**config.mk**
```make
export PLATFORM = sky130hd
export DESIGN_NAME = shift_sequencer_flat
export DESIGN_NICKNAME = d
export VERILOG_FILES = /design/src/rtl/shift_pkg.sv /design/src/rtl/shift_sequencer_if.sv /design/src/rtl/shift_left_1.sv /design/src/rtl/shift_sequencer.sv /design/src/flat_wrapper.sv
export SDC_FILE = /design/constraint.sdc
export NUM_CORES = 1
export LEC_CHECK = 0
export BUFFER_PORTS_ARGS = -buffer_cell sky130_fd_sc_hd__buf_2
export CORE_ASPECT_RATIO = 1.2
export CORE_UTILIZATION = 30
export DETAILED_ROUTE_END_ITERATION = 10
export GPL_TIMING_DRIVEN = 0
export PLACE_DENSITY_LB_ADDON = 0.15
export SYNTH_ARGS = -nofsm -noshare
export SYNTH_HDL_FRONTEND = slang
export SYNTH_HIERARCHICAL = 1
export SYNTH_SLANG_ARGS = --single-unit
```
**constraint.sdc**
```tcl
create_clock -name clk -period 1.7 [get_ports clk]
set_input_delay 0.085 -clock clk [delete_from_list [all_inputs] [get_ports clk]]
set_output_delay 0.085 -clock clk [all_outputs]
set_load 0.01 [all_outputs]
```
**src/rtl/shift_pkg.sv**
```systemverilog
// Shared definitions for the shift sequencer slice.
// Contents:
//   DEF_WIDTH / DEF_AMT_W : default operand width and shift-amount width
//   state_e               : sequencer FSM states (IDLE, SHIFT, DONE)
//   mode_e                : shift mode encoding (SHL = logical left, ROL = rotate left)
package shift_pkg;

  localparam int DEF_WIDTH = 8;
  localparam int DEF_AMT_W = 3;

  typedef enum logic [1:0] {
    IDLE  = 2'd0,
    SHIFT = 2'd1,
    DONE  = 2'd2
  } state_e;

  typedef enum logic {
    SHL = 1'b0,
    ROL = 1'b1
  } mode_e;

endpackage : shift_pkg

```
**src/rtl/shift_sequencer_if.sv**
```systemverilog
// Request/response bundle between the CPU control unit and the shift sequencer.
// Signals:
//   start, operand, amount, rotate : request side, driven by the control unit
//   busy, done, result, carry, zero : status side, driven by the sequencer
// Modports:
//   master : control-unit view (drives the request)
//   slave  : sequencer view (drives the status)
interface shift_sequencer_if #(
  parameter int WIDTH = 8,
  parameter int AMT_W = 3
);

  logic             start;
  logic [WIDTH-1:0] operand;
  logic [AMT_W-1:0] amount;
  logic             rotate;
  logic             busy;
  logic             done;
  logic [WIDTH-1:0] result;
  logic             carry;
  logic             zero;

  modport master (
    output start, operand, amount, rotate,
    input  busy, done, result, carry, zero
  );

  modport slave (
    input  start, operand, amount, rotate,
    output busy, done, result, carry, zero
  );

endinterface : shift_sequencer_if

```
**src/rtl/shift_left_1.sv**
```systemverilog
// Combinational one-bit left shifter used as the sequencer's datapath step.
// Ports:
//   data    in  WIDTH  value to shift
//   rotate  in  1      0 = zero fill into bit 0, 1 = old MSB wraps into bit 0
//   shifted out WIDTH  data shifted left by one position
//   out_bit out 1      bit moved out of position WIDTH-1
module shift_left_1 #(
  parameter int WIDTH = 8
) (
  input  logic [WIDTH-1:0] data,
  input  logic             rotate,
  output logic [WIDTH-1:0] shifted,
  output logic             out_bit
);

  assign out_bit = data[WIDTH-1];
  assign shifted = {data[WIDTH-2:0], (rotate & data[WIDTH-1])};

endmodule : shift_left_1

```
**src/rtl/shift_sequencer.sv**
```systemverilog
// Multi-cycle shift/rotate controller: shifts an operand left by 'amount'
// single-bit steps through a one-bit shifter, with start/done handshake and
// carry/zero status flags.
// Ports:
//   clk  in  clock, rising edge
//   rst  in  synchronous active-high reset
//   bus  shift_sequencer_if.slave: start/operand/amount/rotate in,
//        busy/done/result/carry/zero out
module shift_sequencer
  import shift_pkg::*;
#(
  parameter int WIDTH = DEF_WIDTH,
  parameter int AMT_W = DEF_AMT_W
) (
  input  logic              clk,
  input  logic              rst,
  shift_sequencer_if.slave  bus
);

  localparam logic [AMT_W-1:0] CNT_ZERO = {AMT_W{1'b0}};
  localparam logic [AMT_W-1:0] CNT_ONE  = {{(AMT_W-1){1'b0}}, 1'b1};

  state_e           state_q, state_d;
  logic [WIDTH-1:0] work_q,  work_d;
  logic [AMT_W-1:0] cnt_q,   cnt_d;
  logic             carry_q, carry_d;
  mode_e            mode_q,  mode_d;
  logic             busy_q,  busy_d;
  logic             done_q,  done_d;

  logic [WIDTH-1:0] step_data;
  logic             step_out_bit;

  shift_left_1 #(
    .WIDTH (WIDTH)
  ) u_shift_left_1 (
    .data    (work_q),
    .rotate  (mode_q == ROL),
    .shifted (step_data),
    .out_bit (step_out_bit)
  );

  // Next-state, datapath and registered-status computation.
  always_comb begin
    state_d = state_q;
    work_d  = work_q;
    cnt_d   = cnt_q;
    carry_d = carry_q;
    mode_d  = mode_q;

    case (state_q)
      IDLE: begin
        if (bus.start) begin
          work_d  = bus.operand;
          cnt_d   = bus.amount;
          mode_d  = bus.rotate ? ROL : SHL;
          carry_d = 1'b0;
          // A zero amount skips SHIFT and reports the operand unchanged.
          state_d = (bus.amount != CNT_ZERO) ? SHIFT : DONE;
        end else begin
          state_d = IDLE;
        end
      end
      SHIFT: begin
        work_d  = step_data;
        carry_d = step_out_bit;
        cnt_d   = cnt_q - CNT_ONE;
        if (cnt_q == CNT_ONE) begin
          state_d = DONE;
        end else begin
          state_d = SHIFT;
        end
      end
      DONE: begin
        // Always pass through IDLE so start is never accepted back-to-back.
        state_d = IDLE;
      end
      default: begin
        state_d = IDLE;
      end
    endcase

    // Status flags are registered from the next state so they line up with it.
    busy_d = (state_d != IDLE);
    done_d = (state_d == DONE);
  end

  // State, datapath and status registers with synchronous reset.
  always_ff @(posedge clk) begin
    if (rst) begin
      state_q <= IDLE;
      work_q  <= {WIDTH{1'b0}};
      cnt_q   <= CNT_ZERO;
      carry_q <= 1'b0;
      mode_q  <= SHL;
      busy_q  <= 1'b0;
      done_q  <= 1'b0;
    end else begin
      state_q <= state_d;
      work_q  <= work_d;
      cnt_q   <= cnt_d;
      carry_q <= carry_d;
      mode_q  <= mode_d;
      busy_q  <= busy_d;
      done_q  <= done_d;
    end
  end

  assign bus.result = work_q;
  assign bus.carry  = carry_q;
  assign bus.busy   = busy_q;
  assign bus.done   = done_q;
  assign bus.zero   = (work_q == {WIDTH{1'b0}});

endmodule : shift_sequencer
```
**src/flat_wrapper.sv**
```systemverilog
// flat-port wrapper written by rule: the top's interface ports become plain ports
module shift_sequencer_flat import shift_pkg::*;
#(
  parameter int WIDTH = DEF_WIDTH,
  parameter int AMT_W = DEF_AMT_W
)
  (clk, rst, bus_start, bus_operand, bus_amount, bus_rotate, bus_busy, bus_done, bus_result, bus_carry, bus_zero);
  shift_sequencer_if #(.WIDTH(WIDTH), .AMT_W(AMT_W)) bus_i ();
  input  logic clk;
  input  logic rst;
  input wire logic [$bits(bus_i.start)-1:0] bus_start;
  input wire logic [$bits(bus_i.operand)-1:0] bus_operand;
  input wire logic [$bits(bus_i.amount)-1:0] bus_amount;
  input wire logic [$bits(bus_i.rotate)-1:0] bus_rotate;
  output wire logic [$bits(bus_i.busy)-1:0] bus_busy;
  output wire logic [$bits(bus_i.done)-1:0] bus_done;
  output wire logic [$bits(bus_i.result)-1:0] bus_result;
  output wire logic [$bits(bus_i.carry)-1:0] bus_carry;
  output wire logic [$bits(bus_i.zero)-1:0] bus_zero;
  assign bus_i.start = bus_start;
  assign bus_i.operand = bus_operand;
  assign bus_i.amount = bus_amount;
  assign bus_i.rotate = bus_rotate;
  assign bus_busy = bus_i.busy;
  assign bus_done = bus_i.done;
  assign bus_result = bus_i.result;
  assign bus_carry = bus_i.carry;
  assign bus_zero = bus_i.zero;
  shift_sequencer #(.WIDTH(WIDTH), .AMT_W(AMT_W)) u_core (.clk(clk), .rst(rst), .bus(bus_i));
endmodule
```
==> results by group, run 1 <==
Worst setup path
  – Critical Path Source: u_core/bus.result[7]
  – Critical path's slowest cell: sky130_fd_sc_hd__or4_1
  – Count of cells along the worst register-to-register path: 5
  – Nature of the critical path startpoint: flop
  – Type of element capturing the critical path: output port
  – Max Fanout on Critical Path: 5
  – Capture point of the worst reg-to-reg path: u_core/cnt_q[2]
  – Largest stage delay on the critical path: 0.53 ns
  – Cell breakdown of the critical path: or4_1 -> nor2_1 -> buf_2
  – Crit path required time: 1.62 ns
  – Largest delay contributor family on the critical path: simple AND/OR/NAND/NOR gates
  – WP buf/inv: 1
  – Internal reg-to-reg setup slack: 0.47 ns
  – WP data arrival: 1.44 ns
  – Category of the most critical setup path: reg -> out
  – Worst flop-to-flop path startpoint: u_core/cnt_q[0]

Routing
  – Routed length per placed instance: 12.67 µm
  – Overall via count from detail_route: 776
  – First-iteration detailed-routing DRC count: 8
  – Remaining antenna violation count after routing: 0
  – Number of search-and-repair iterations in the first detailed-routing pass: 4
  – Number of remaining DRC errors: 0
  – Sum of routed wire length over all layers: 2.027 mm
  – Vias per std cell: 4.850

CTS
  – Number of buffers inserted by post-CTS setup repair: 0
  – Num CTS Buffers: 3
  – Post-CTS sizing: 0
  – Sinks on the clock net: 17
  – CTS H-tree lvls: 1
  – Clock latency of the later-clocked register in the worst-skew pair: 0.29 ns
  – Clock slew at reported path FFs: 0.11 ns
  – Clock tree from TritonCTS: built
  – Clock root buffer master: sky130_fd_sc_hd__clkbuf_4
  – Maximum buffer depth of the clock tree: 2
  – CTS Hold Buffers Added: 0

Cells and area
  – Area growth from synthesis to final layout: 21.77%
  – Fraction of layout cells with a size suffix above 1: 40.48%
  – Non-filler instance count after layout: 160
  – Number of antenna cells inserted: 0
  – Number of nets in the layout: 144

Global routing
  – First-pass GRT wire length: 3.505 mm
  – Remaining Overflow, GRT: 0
  – Via count of the first global-routing pass: 772
  – Largest net degree at the start of global routing: 11
  – Overall routing resource usage: 14.22%
  – Initial antenna violation count: 0

Synthesis
  – Synth Register Bits: 17
  – Most frequent cell after synthesis: sky130_fd_sc_hd__dfxtp_1
  – Post-Syn Area: 919.6 µm²
  – Number of instances in the synthesized netlist: 96
  – Sequential cell area fraction in the yosys report: 37.01%
  – Number of distinct library cells after synthesis: 28
  – List of most frequent post-synthesis cells: sky130_fd_sc_hd__dfxtp_1 (17), sky130_fd_sc_hd__nor2_1 (11), sky130_fd_sc_hd__mux2i_1 (9)
  – Yosys top cell by area: sky130_fd_sc_hd__dfxtp_1
  – Net count after synthesis: 113
  – Avg Synthesized Cell Area: 9.580 µm²
  – Share of flip-flops with an asynchronous set or reset after synthesis: 0%
  – Post-synth EDFFs: 0
  – Top_reg_cell synth: sky130_fd_sc_hd__dfxtp_1
  – Proportion of netlist area held by the largest area contributor: 37.01%
  – Syn. warnings: 6
  – Synth area leaders: sky130_fd_sc_hd__dfxtp_1 (37%), sky130_fd_sc_hd__mux2i_1 (9.8%), sky130_fd_sc_hd__buf_4 (6.5%)

Timing
  – RSZ-0062 raised after global routing: false
  – Total count of max-transition violations in the final report: 0
  – Final hold violation count: 0
  – Relative slew margins: 67.93%
  – Worst hold margin: 0.04938 ns
  – Finish-stage setup viols: 0
  – Final worst path period need: 1.527 ns
  – Actual slew at the worst max-slew pin: 0.4810 ns
  – Setup TNS: 0 ns
  – Final Cycle Share: 89.83%
  – Worst clock skew: 0.002565 ns
  – Highest Clock Rate: 0.6548 GHz

Die
  – Cell row count: 21
  – Area of the die: 3292 µm²
  – Ports placed on the boundary: 27
  – Starting density of the core: 32.11%
  – Die X-Extent: 52.54 µm
  – Core Box Area: 2864 µm²
  – Die extent in y: 62.65 µm

Pwr
  – Total power density per cell area: 881.1 nW/µm²
  – Leakage power total: 0.5113 nW
  – Worst ir drop on vdd: 0.3359 mV

Min path
  – Start point of the worst min-delay path: bus_rotate
  – Type of the most critical hold path: in -> reg
  – Hold-critical path endpoint: u_core/mode_q
  – Worst hold path depth: 3

Place
  – Weighted congestion at the end of routability-driven global placement: 0.6890
  – Detailed Place HPWL: 1.504 mm
  – Number of port buffers: 26
  – Post-placement cell count: 156

Run status
  – Outcome: finished clean

Flow run
  – Number of violations of the max-capacitance limit: 0
## placed cells by master (no fill, tap or decap)
cell / instances
sky130_fd_sc_hd__buf_2: 26
sky130_fd_sc_hd__dfxtp_1: 17
sky130_fd_sc_hd__nor2_1: 11
sky130_fd_sc_hd__mux2i_1: 9
sky130_fd_sc_hd__buf_4: 8
sky130_fd_sc_hd__a211oi_1: 7
sky130_fd_sc_hd__inv_1: 6
sky130_fd_sc_hd__buf_6: 4
sky130_fd_sc_hd__nor3_1: 4
sky130_fd_sc_hd__clkbuf_4: 3
sky130_fd_sc_hd__o21ai_0: 3
sky130_fd_sc_hd__a21oi_1: 3
sky130_fd_sc_hd__or4_1: 2
sky130_fd_sc_hd__nor2b_1: 2
sky130_fd_sc_hd__nor2_2: 2
sky130_fd_sc_hd__a211oi_2: 2
sky130_fd_sc_hd__nand3b_1: 2
sky130_fd_sc_hd__ha_1: 2
sky130_fd_sc_hd__clkinv_2: 1
sky130_fd_sc_hd__clkbuf_1: 1
sky130_fd_sc_hd__a32oi_1: 1
sky130_fd_sc_hd__o21ba_1: 1
sky130_fd_sc_hd__buf_8: 1
sky130_fd_sc_hd__nand2b_1: 1
sky130_fd_sc_hd__a22oi_1: 1
sky130_fd_sc_hd__o221a_2: 1
sky130_fd_sc_hd__o311a_2: 1
sky130_fd_sc_hd__o21ai_1: 1
sky130_fd_sc_hd__nor3b_2: 1
sky130_fd_sc_hd__a2111oi_2: 1
sky130_fd_sc_hd__and2_1: 1
## sequential cells by signal, indices dropped and copies added, names as in the netlist
name and flops:
u_core/bus.carry 1, u_core/state_q 2, u_core/cnt_q 3, u_core/mode_q 1, u_core/bus.busy 1, u_core/bus.done 1
u_core/bus.result 8
## how the worst max path moves through the flow
stage / depth (start not counted) / to
6_report: 3 / bus_zero
3_3_place_gp: 3 / bus_zero
5_1_grt: 3 / bus_zero
3_5_place_dp: 5 / u_core/cnt_q[2]
2_1_floorplan: 2 / bus_zero
4_1_cts: 3 / bus_zero
## through the flow
stage	area [µm²]	setup WS [ns]	total power [W]	utilization, %
floorplan	919.6	0.5770	0.0006848	-
global placement	1092	0.5100	0.0007672	38.14
detailed placement	1092	0.4947	0.0007736	38.14
CTS	1120	0.1494	0.001004	39.10
global route	1120	0.09566	0.001052	39.10
finish	1120	0.1728	0.0009867	39.10
## cell type report
cell class,instances,area (µm²)
plain buffers,14,123.9
clock buffers,3,22.52
clock inverters,1,5.005
fillers,319,1744
inverters,6,22.52
multi-input cells,59,432.9
flip-flops and latches,17,340.3
well taps,34,42.54
repair buffers,26,130.1
## where the power goes
part	switching (W)	internal, W	total, W
Combinational	0.000139	0.000151	0.000290
Clock	0.000137	0.0000875	0.000224
Sequential	0.0000338	0.000439	0.000472
## worst reg2reg max path, stage by stage (launching register included)
cell and delay (ns):
sky130_fd_sc_hd__dfxtp_1 0.35, sky130_fd_sc_hd__inv_1 0.07, sky130_fd_sc_hd__ha_1 0.21, sky130_fd_sc_hd__nand3b_1 0.08
sky130_fd_sc_hd__o21ai_1 0.08, sky130_fd_sc_hd__a2111oi_2 0.35
## kinds of logic after synthesis
kind of cell,count (synthesis),synth area share (%)
buffers and inverters,20,15.92
AND/OR/NAND/NOR,26,15.37
adder cells (fa/ha/maj),2,2.721
multiplexers,9,9.796
flip-flops,17,37.01
AO/OA/AOI/OAI,22,19.18
## per-layer routing
metal	GRT usage [%]	share of wire, %	routed length (µm)
met5	0	0	0
met4	5.921	0.84	17
met3	2.190	6.9	140
met2	22.63	47	952
met1	18.57	45	917
Note: power is estimated with default switching activity, not from simulation.
==> run 2: changes to the inputs <==
CORE_ASPECT_RATIO = default   (was 1.2)
CTS_BUF_LIST = sky130_fd_sc_hd__clkbuf_4 sky130_fd_sc_hd__clkbuf_8   (was default)
==> run 2 against run 1 <==
Utilization up 0.44 points. Setup slack better by 0.019 ns. Total power up 0.69%. First-iteration DRC count up 63%. Sequential share of layout area about the same. Highest routed layer unchanged. Maximum frequency up 1.3%. Clock-buffer cell count up 1. Combinational power about the same. Wire length about the same.
==> results by group, run 2 (synthesis gave the netlist of run 1 again) <==
Die
  – Ports placed on the boundary: 27 (unchanged)
  – Core Box Area: 2829 µm² (-1.2%)
  – Cell row count: 19 (-9.5%)
  – Die X-Extent: 57.37 µm (+9.2%)
  – Starting density of the core: 32.51% (+0.40 points)
  – Area of the die: 3291 µm² (about the same)
  – Die extent in y: 57.37 µm (-8.4%)

Worst setup path
  – Capture point of the worst reg-to-reg path: u_core/cnt_q[2]
  – Type of element capturing the critical path: output port
  – Crit path required time: 1.62 ns (about the same)
  – Internal reg-to-reg setup slack: 0.46 ns (about the same)
  – Worst flop-to-flop path startpoint: u_core/cnt_q[0]
  – Count of cells along the worst register-to-register path: 5 (unchanged)
  – Nature of the critical path startpoint: flop
  – Last element of the critical path: bus_zero
  – WP data arrival: 1.42 ns (-0.02 ns)
  – Category of the most critical setup path: reg -> out
  – Max Fanout on Critical Path: 5 (unchanged)
  – Critical Path Source: u_core/bus.result[7]

Global routing
  – Remaining Overflow, GRT: 0 (unchanged)
  – Initial antenna violation count: 0 (unchanged)
  – Largest net degree at the start of global routing: 11 (unchanged)
  – First-pass GRT wire length: 3.208 mm (-8.5%)
  – Overall routing resource usage: 12.59% (-1.6 points)
  – Via count of the first global-routing pass: 723 (-6.3%)

Routing
  – Number of remaining DRC errors: 0 (unchanged)
  – Overall via count from detail_route: 764 (-1.5%)
  – Vias per std cell: 4.866 (+0.33%)
  – First-iteration detailed-routing DRC count: 13 (+5)
  – Remaining antenna violation count after routing: 0 (unchanged)
  – Number of search-and-repair iterations in the first detailed-routing pass: 4 (unchanged)
  – Sum of routed wire length over all layers: 2.025 mm (about the same)
  – Routed length per placed instance: 12.90 µm (+1.8%)

Cells and area
  – Max FFs per register: 8 (unchanged)
  – Number of fill cells: 296 (-7.2%)
  – Fraction of layout cells with a size suffix above 1: 40.48% (unchanged)
  – Post-route core utilization: 39.54% (+0.44 points)
  – Area growth from synthesis to final layout: 21.63%
  – Commonest cells after routing, fill and taps aside: sky130_fd_sc_hd__buf_2 (26), sky130_fd_sc_hd__dfxtp_1 (17), sky130_fd_sc_hd__nor2_1 (11), sky130_fd_sc_hd__mux2i_1 (9), sky130_fd_sc_hd__buf_4 (8)
  – Leading cell type in the layout, fill and taps excluded: sky130_fd_sc_hd__buf_2
  – Number of nets in the layout: 144 (unchanged)
  – Number of antenna cells inserted: 0 (unchanged)

CTS
  – Num CTS Buffers: 3 (unchanged)
  – Post-CTS sizing: 0 (unchanged)
  – CTS H-tree lvls: 1 (unchanged)
  – CTS Hold Buffers Added: 0 (unchanged)
  – Number of buffers inserted by post-CTS setup repair: 0 (unchanged)
  – Maximum buffer depth of the clock tree: 2 (unchanged)
  – Clock latency of the later-clocked register in the worst-skew pair: 0.28 ns (about the same)
  – Clock root buffer master: sky130_fd_sc_hd__clkbuf_4
  – Sinks on the clock net: 17 (unchanged)
  – Clock tree from TritonCTS: built
  – Clock slew at reported path FFs: 0.10 ns (about the same)

Place
  – Weighted congestion at the end of routability-driven global placement: 0.7350 (+6.7%)
  – Detailed Place HPWL: 1.511 mm (+0.44%)
  – Number of port buffers: 26 (unchanged)

Timing
  – Relative slew margins: 66.51% (-1.4 points)
  – Highest Clock Rate: 0.6632 GHz (+1.3%)
  – Total count of max-transition violations in the final report: 0 (unchanged)
  – Worst hold margin: 0.03955 ns (-0.009826 ns)
  – Final Cycle Share: 88.69% (-1.1 points)
  – Final hold violation count: 0 (unchanged)
  – Final worst path period need: 1.508 ns (-0.01939 ns)
  – RSZ-0062 raised after global routing: false
  – Finish-stage setup viols: 0 (unchanged)
  – Actual slew at the worst max-slew pin: 0.5024 ns (+0.02137 ns)
  – Setup TNS: 0 ns (unchanged)
  – Worst clock skew: 0.002448 ns (-0.0001168 ns)

Run status
  – Outcome: finished clean

Min path
  – Start point of the worst min-delay path: bus_rotate
  – Type of the most critical hold path: in -> reg

Pwr
  – Final total power: 0.0009935 W (+0.69%)
  – Worst ir drop on vdd: 0.3978 mV (+18%)
  – Leakage power total: 0.5120 nW (+0.13%)
  – Total power density per cell area: 888.2 nW/µm² (+0.80%)

Flow run
  – Number of violations of the max-capacitance limit: 0 (unchanged)
## run 2: layout make-up
type | instances | area, µm² | share of cell area (%)
multi-input combinational | 59 | 432.9 | 38.70
sequential | 17 | 340.3 | 30.43
timing repair buffer | 26 | 130.1 | 11.63
buffer | 14 | 123.9 | 11.07
tap | 31 | 38.79 | 3.468
clock buffer | 4 | 30.03 | 2.685
inverter | 6 | 22.52 | 2.013
## run 2: how the worst min path moves through the flow
stage                 endpoint  cells after the start
6_report         u_core/mode_q                      3
2_1_floorplan  u_core/cnt_q[2]                      1
3_3_place_gp     u_core/mode_q                      3
5_1_grt          u_core/mode_q                      3
4_1_cts          u_core/mode_q                      3
3_5_place_dp     u_core/mode_q                      3
## run 2: critical path: stages (launching register included)
cell                      delay [ns]
sky130_fd_sc_hd__dfxtp_1        0.37
sky130_fd_sc_hd__or4_1          0.53
sky130_fd_sc_hd__nor2_1         0.10
sky130_fd_sc_hd__buf_2          0.13
## run 2: metrics by stage
| stage | instance area, µm² | instances | worst slack (ns) |
|---|---|---|---|
| 2_1_floorplan | 919.6 | 96 | 0.5770 |
| 6_report | 1119 | 157 | 0.1922 |
| 3_5_place_dp | 1089 | 153 | 0.4908 |
| 5_1_grt | 1119 | 157 | 0.1521 |
| 4_1_cts | 1119 | 157 | 0.1918 |
| 3_3_place_gp | 1089 | 153 | 0.5022 |
## run 2: metal layers
metal,vias to the layer above,track usage (%),part of all wire (%)
li1,391,-,-
met1,354,16.25,49
met2,17,20.76,45
met4,0,4.181,0.94
met3,2,2.721,4.1
met5,-,0,0
## run 2: power by group
part           switching, W  total [W]  internal (W)
sequential        0.0000347   0.000473      0.000439
clock              0.000125   0.000232      0.000107
combinational      0.000138   0.000288      0.000150
total              0.000298   0.000994      0.000696
==> run 3: changes to the inputs <==
CELL_PAD_IN_SITES_DETAIL_PLACEMENT = 0   (was default)
CELL_PAD_IN_SITES_GLOBAL_PLACEMENT = 1   (was default)
SYNTH_HIERARCHICAL = default   (was 1)
==> run 3 against run 2 <==
Die area is 11% lower. Setup slack better by 0.021 ns. Hold slack worse by 0.020 ns. Clock skew hardly changed. Sequential share of layout area is 3.2 points higher. Clock power is 3% higher. Area after synthesis is 11% lower. Total power is 3.1% lower. Sequential power hardly changed. Design area is 9.4% lower. Via count is 1.3% higher. Utilization is 0.64 points higher. Critical endpoint unchanged.
==> results by group, run 3 <==
Run status
  – Outcome: finished clean

Place
  – Placed cell areas: 983.4 µm² (-9.7%)
  – Detailed Place HPWL: 1.522 mm (+0.71%)
  – Post-placement cell count: 145 (-5.2%)
  – Weighted congestion at the end of routability-driven global placement: 0.7022 (-4.5%)
  – Number of port buffers: 26 (unchanged)

CTS
  – Number of buffers inserted by post-CTS setup repair: 0 (unchanged)
  – Sinks on the clock net: 17 (unchanged)
  – Num CTS Buffers: 3 (unchanged)
  – Clock slew at reported path FFs: 0.10 ns (about the same)
  – CTS Hold Buffers Added: 0 (unchanged)
  – Clock latency of the later-clocked register in the worst-skew pair: 0.29 ns (about the same)
  – Post-CTS sizing: 0 (unchanged)
  – CTS H-tree lvls: 1 (unchanged)
  – Maximum buffer depth of the clock tree: 2 (unchanged)
  – Clock root buffer master: sky130_fd_sc_hd__clkbuf_4
  – Clock tree from TritonCTS: built

Cells and area
  – Number of nets in the layout: 137 (-4.9%)
  – Finished Cell Area: 1013 µm² (-9.4%)
  – Number of antenna cells inserted: 0 (unchanged)
  – Leading cell type in the layout, fill and taps excluded: sky130_fd_sc_hd__buf_2
  – Max FFs per register: 8 (unchanged)
  – Commonest cells after routing, fill and taps aside: sky130_fd_sc_hd__buf_2 (26), sky130_fd_sc_hd__dfxtp_1 (17), sky130_fd_sc_hd__nor2_1 (10), sky130_fd_sc_hd__inv_1 (8), sky130_fd_sc_hd__o21ai_0 (5)
  – Non-filler instance count after layout: 149 (-5.1%)
  – Area growth from synthesis to final layout: 24.23%
  – Fraction of layout cells with a size suffix above 1: 33.61% (-6.9 points)

Global routing
  – Initial antenna violation count: 0 (unchanged)
  – Overall routing resource usage: 16.90% (+4.3 points)
  – Largest net degree at the start of global routing: 11 (unchanged)
  – Via count of the first global-routing pass: 705 (-2.5%)
  – First-pass GRT wire length: 3.401 mm (+6.0%)
  – Remaining Overflow, GRT: 0 (unchanged)

Routing
  – Remaining antenna violation count after routing: 0 (unchanged)
  – Number of remaining DRC errors: 0 (unchanged)
  – Vias per std cell: 5.195 (+6.7%)
  – Overall via count from detail_route: 774 (+1.3%)
  – First-iteration detailed-routing DRC count: 19 (+6)
  – Sum of routed wire length over all layers: 2.065 mm (+2.0%)
  – Number of search-and-repair iterations in the first detailed-routing pass: 4 (unchanged)
  – Routed length per placed instance: 13.86 µm (+7.5%)

Timing
  – Worst clock skew: 0.002572 ns (+0.0001239 ns)
  – Final Cycle Share: 87.49% (-1.2 points)
  – Relative slew margins: 66.60% (+0.088 points)
  – Final worst path period need: 1.487 ns (-0.02052 ns)
  – RSZ-0062 raised after global routing: false
  – Total count of max-transition violations in the final report: 0 (unchanged)
  – Actual slew at the worst max-slew pin: 0.5011 ns (-0.001317 ns)
  – Finish-stage setup viols: 0 (unchanged)
  – Highest Clock Rate: 0.6724 GHz (+1.4%)
  – Setup TNS: 0 ns (unchanged)
  – Final hold violation count: 0 (unchanged)

Worst setup path
  – Count of cells along the worst register-to-register path: 4 (-1)
  – WP data arrival: 1.40 ns (-0.02 ns)
  – Critical path's slowest cell: sky130_fd_sc_hd__or4_1
  – Largest delay contributor family on the critical path: simple AND/OR/NAND/NOR gates
  – WP buf/inv: 1 (unchanged)
  – Nature of the critical path startpoint: flop
  – Max Fanout on Critical Path: 4 (-1)
  – Largest stage delay on the critical path: 0.52 ns (about the same)
  – Internal reg-to-reg setup slack: 0.48 ns (+0.02 ns)
  – Crit path required time: 1.62 ns (about the same)
  – Category of the most critical setup path: reg -> out
  – Type of element capturing the critical path: output port
  – Worst flop-to-flop path startpoint: u_core.state_q[0]
  – Cell breakdown of the critical path: or4_1 -> nor2_1 -> buf_2
  – Capture point of the worst reg-to-reg path: u_core.bus.result[3]

Synthesis
  – Syn. warnings: 0 (-6)
  – Sequential cell area fraction in the yosys report: 41.72% (+4.7 points)
  – Avg Synthesized Cell Area: 9.166 µm² (-4.3%)
  – Top_reg_cell synth: sky130_fd_sc_hd__dfxtp_1
  – Dominant combinational cell family by area after synthesis: compound AO/OA/AOI/OAI gates
  – Most frequent cell after synthesis: sky130_fd_sc_hd__dfxtp_1
  – Yosys top cell by area: sky130_fd_sc_hd__dfxtp_1
  – Post-Synth Simple-Gate Area: 15.95% (+0.58 points)
  – Net count after synthesis: 106 (-6.2%)
  – Synth Register Bits: 17 (unchanged)
  – Post-Syn Area: 815.8 µm² (-11%)
  – Share of flip-flops with an asynchronous set or reset after synthesis: 0% (unchanged)
  – Synth area leaders: sky130_fd_sc_hd__dfxtp_1 (42%), sky130_fd_sc_hd__a2111oi_2 (7.4%), sky130_fd_sc_hd__nor2_1 (4.6%)
  – Number of instances in the synthesized netlist: 89 (-7.3%)
  – Fraction of synthesized cell area in xor and xnor cells: 0% (unchanged)
  – Multiplexer fraction of the synthesized cell area: 1.227% (-8.6 points)
  – Proportion of netlist area held by the largest area contributor: 41.72% (+4.7 points)
  – List of most frequent post-synthesis cells: sky130_fd_sc_hd__dfxtp_1 (17), sky130_fd_sc_hd__nor2_1 (10), sky130_fd_sc_hd__inv_1 (8)
  – Adder-cell share of the synthesized area: 3.067% (+0.35 points)
  – Number of distinct library cells after synthesis: 33 (+18%)
  – Post-synth EDFFs: 0 (unchanged)
  – Compound-cell area share of the yosys netlist: 30.21% (+11 points)

Min path
  – Start point of the worst min-delay path: bus_rotate
  – Hold-critical path endpoint: u_core.mode_q
  – Type of the most critical hold path: in -> reg
  – Worst hold path depth: 3 (unchanged)

Flow run
  – Number of violations of the max-capacitance limit: 0 (unchanged)

Die
  – Cell row count: 18 (-1)
  – Core Box Area: 2522 µm² (-11%)
  – Ports placed on the boundary: 27 (unchanged)
  – Die X-Extent: 54.15 µm (-5.6%)
  – Die extent in y: 54.15 µm (-5.6%)
  – Area of the die: 2932 µm² (-11%)
  – Starting density of the core: 32.34% (-0.17 points)

Pwr
  – Leakage power total: 0.4427 nW (-14%)
  – Worst ir drop on vdd: 0.6014 mV (+51%)
  – Total power density per cell area: 949.8 nW/µm² (+6.9%)
run 3: cell types whose count changed after synthesis, sizes merged, moves of 4 or more:
cell | before | now
buf | 13 | 3
o22ai | 0 | 4
a211oi | 9 | 3
mux2i | 9 | 1
run 3: cell type report:
type	count	area [µm²]
buffer	4	30.03
clock buffer	4	30.03
fill	286	1509
inverter	9	33.78
multi-input combinational	59	411.6
sequential	17	340.3
tap	30	37.54
timing repair buffer	26	130.1
run 3: layer usage:
layer	vias to the layer above	part of all wire (%)	track usage, %
met5	-	0	0
met4	0	0.92	5.128
met3	2	4.8	5.932
met2	16	46	25.20
met1	372	49	22.56
li1	384	-	-
run 3: kinds of logic after synthesis:
logic type,count (synthesis)
AOI/OAI and AO/OA,31
and+or+nand+nor,25
adders and majority gates,2
muxes,1
DFF,17
buffers and inverters,13
run 3: worst reg2reg max path, delay by kind of cell (launching register included):
| kind | cells | cell delay (ns) |
|---|---|---|
| AO/OA/AOI/OAI | 2 | 0.52 |
| buffers and inverters | 1 | 0.17 |
| flip-flops | 1 | 0.38 |
| AND/OR/NAND/NOR | 1 | 0.06 |
run 3: per-stage QoR:
stage | hold slack, ns | total power (W) | setup slack, ns | utilization (%)
6_report | 0.01980 | 0.0009626 | 0.2127 | 40.18
5_1_grt | 0.03336 | 0.001030 | 0.1301 | 40.18
4_1_cts | 0.01422 | 0.0009734 | 0.1930 | 40.18
3_5_place_dp | 0.3248 | 0.0007351 | 0.4754 | 38.99
3_3_place_gp | 0.3163 | 0.0007340 | 0.4706 | 38.99
2_1_floorplan | 0.1539 | 0.0006436 | 0.5772 | -
run 3: worst max-delay path by stage:
stage	from	to	slack [ns]	cells after the start
global placement	u_core.state_q[0]	u_core.bus.result[3]	0.47	4
CTS	u_core.bus.result[3]	bus_zero	0.19	3
finish	u_core.bus.result[3]	bus_zero	0.21	3
floorplan	u_core.bus.result[3]	bus_zero	0.58	2
global route	u_core.bus.result[3]	bus_zero	0.13	3
detailed placement	u_core.state_q[0]	u_core.bus.result[3]	0.48	4
run 3: where the power goes:
| part | internal (W) | switching [W] | leakage (nW) |
|---|---|---|---|
| clock | 0.000107 | 0.000133 | 0.0184 |
| combinational | 0.000115 | 0.000137 | 0.284 |
| sequential | 0.000440 | 0.0000306 | 0.141 |
| total | 0.000662 | 0.000301 | 0.443 |
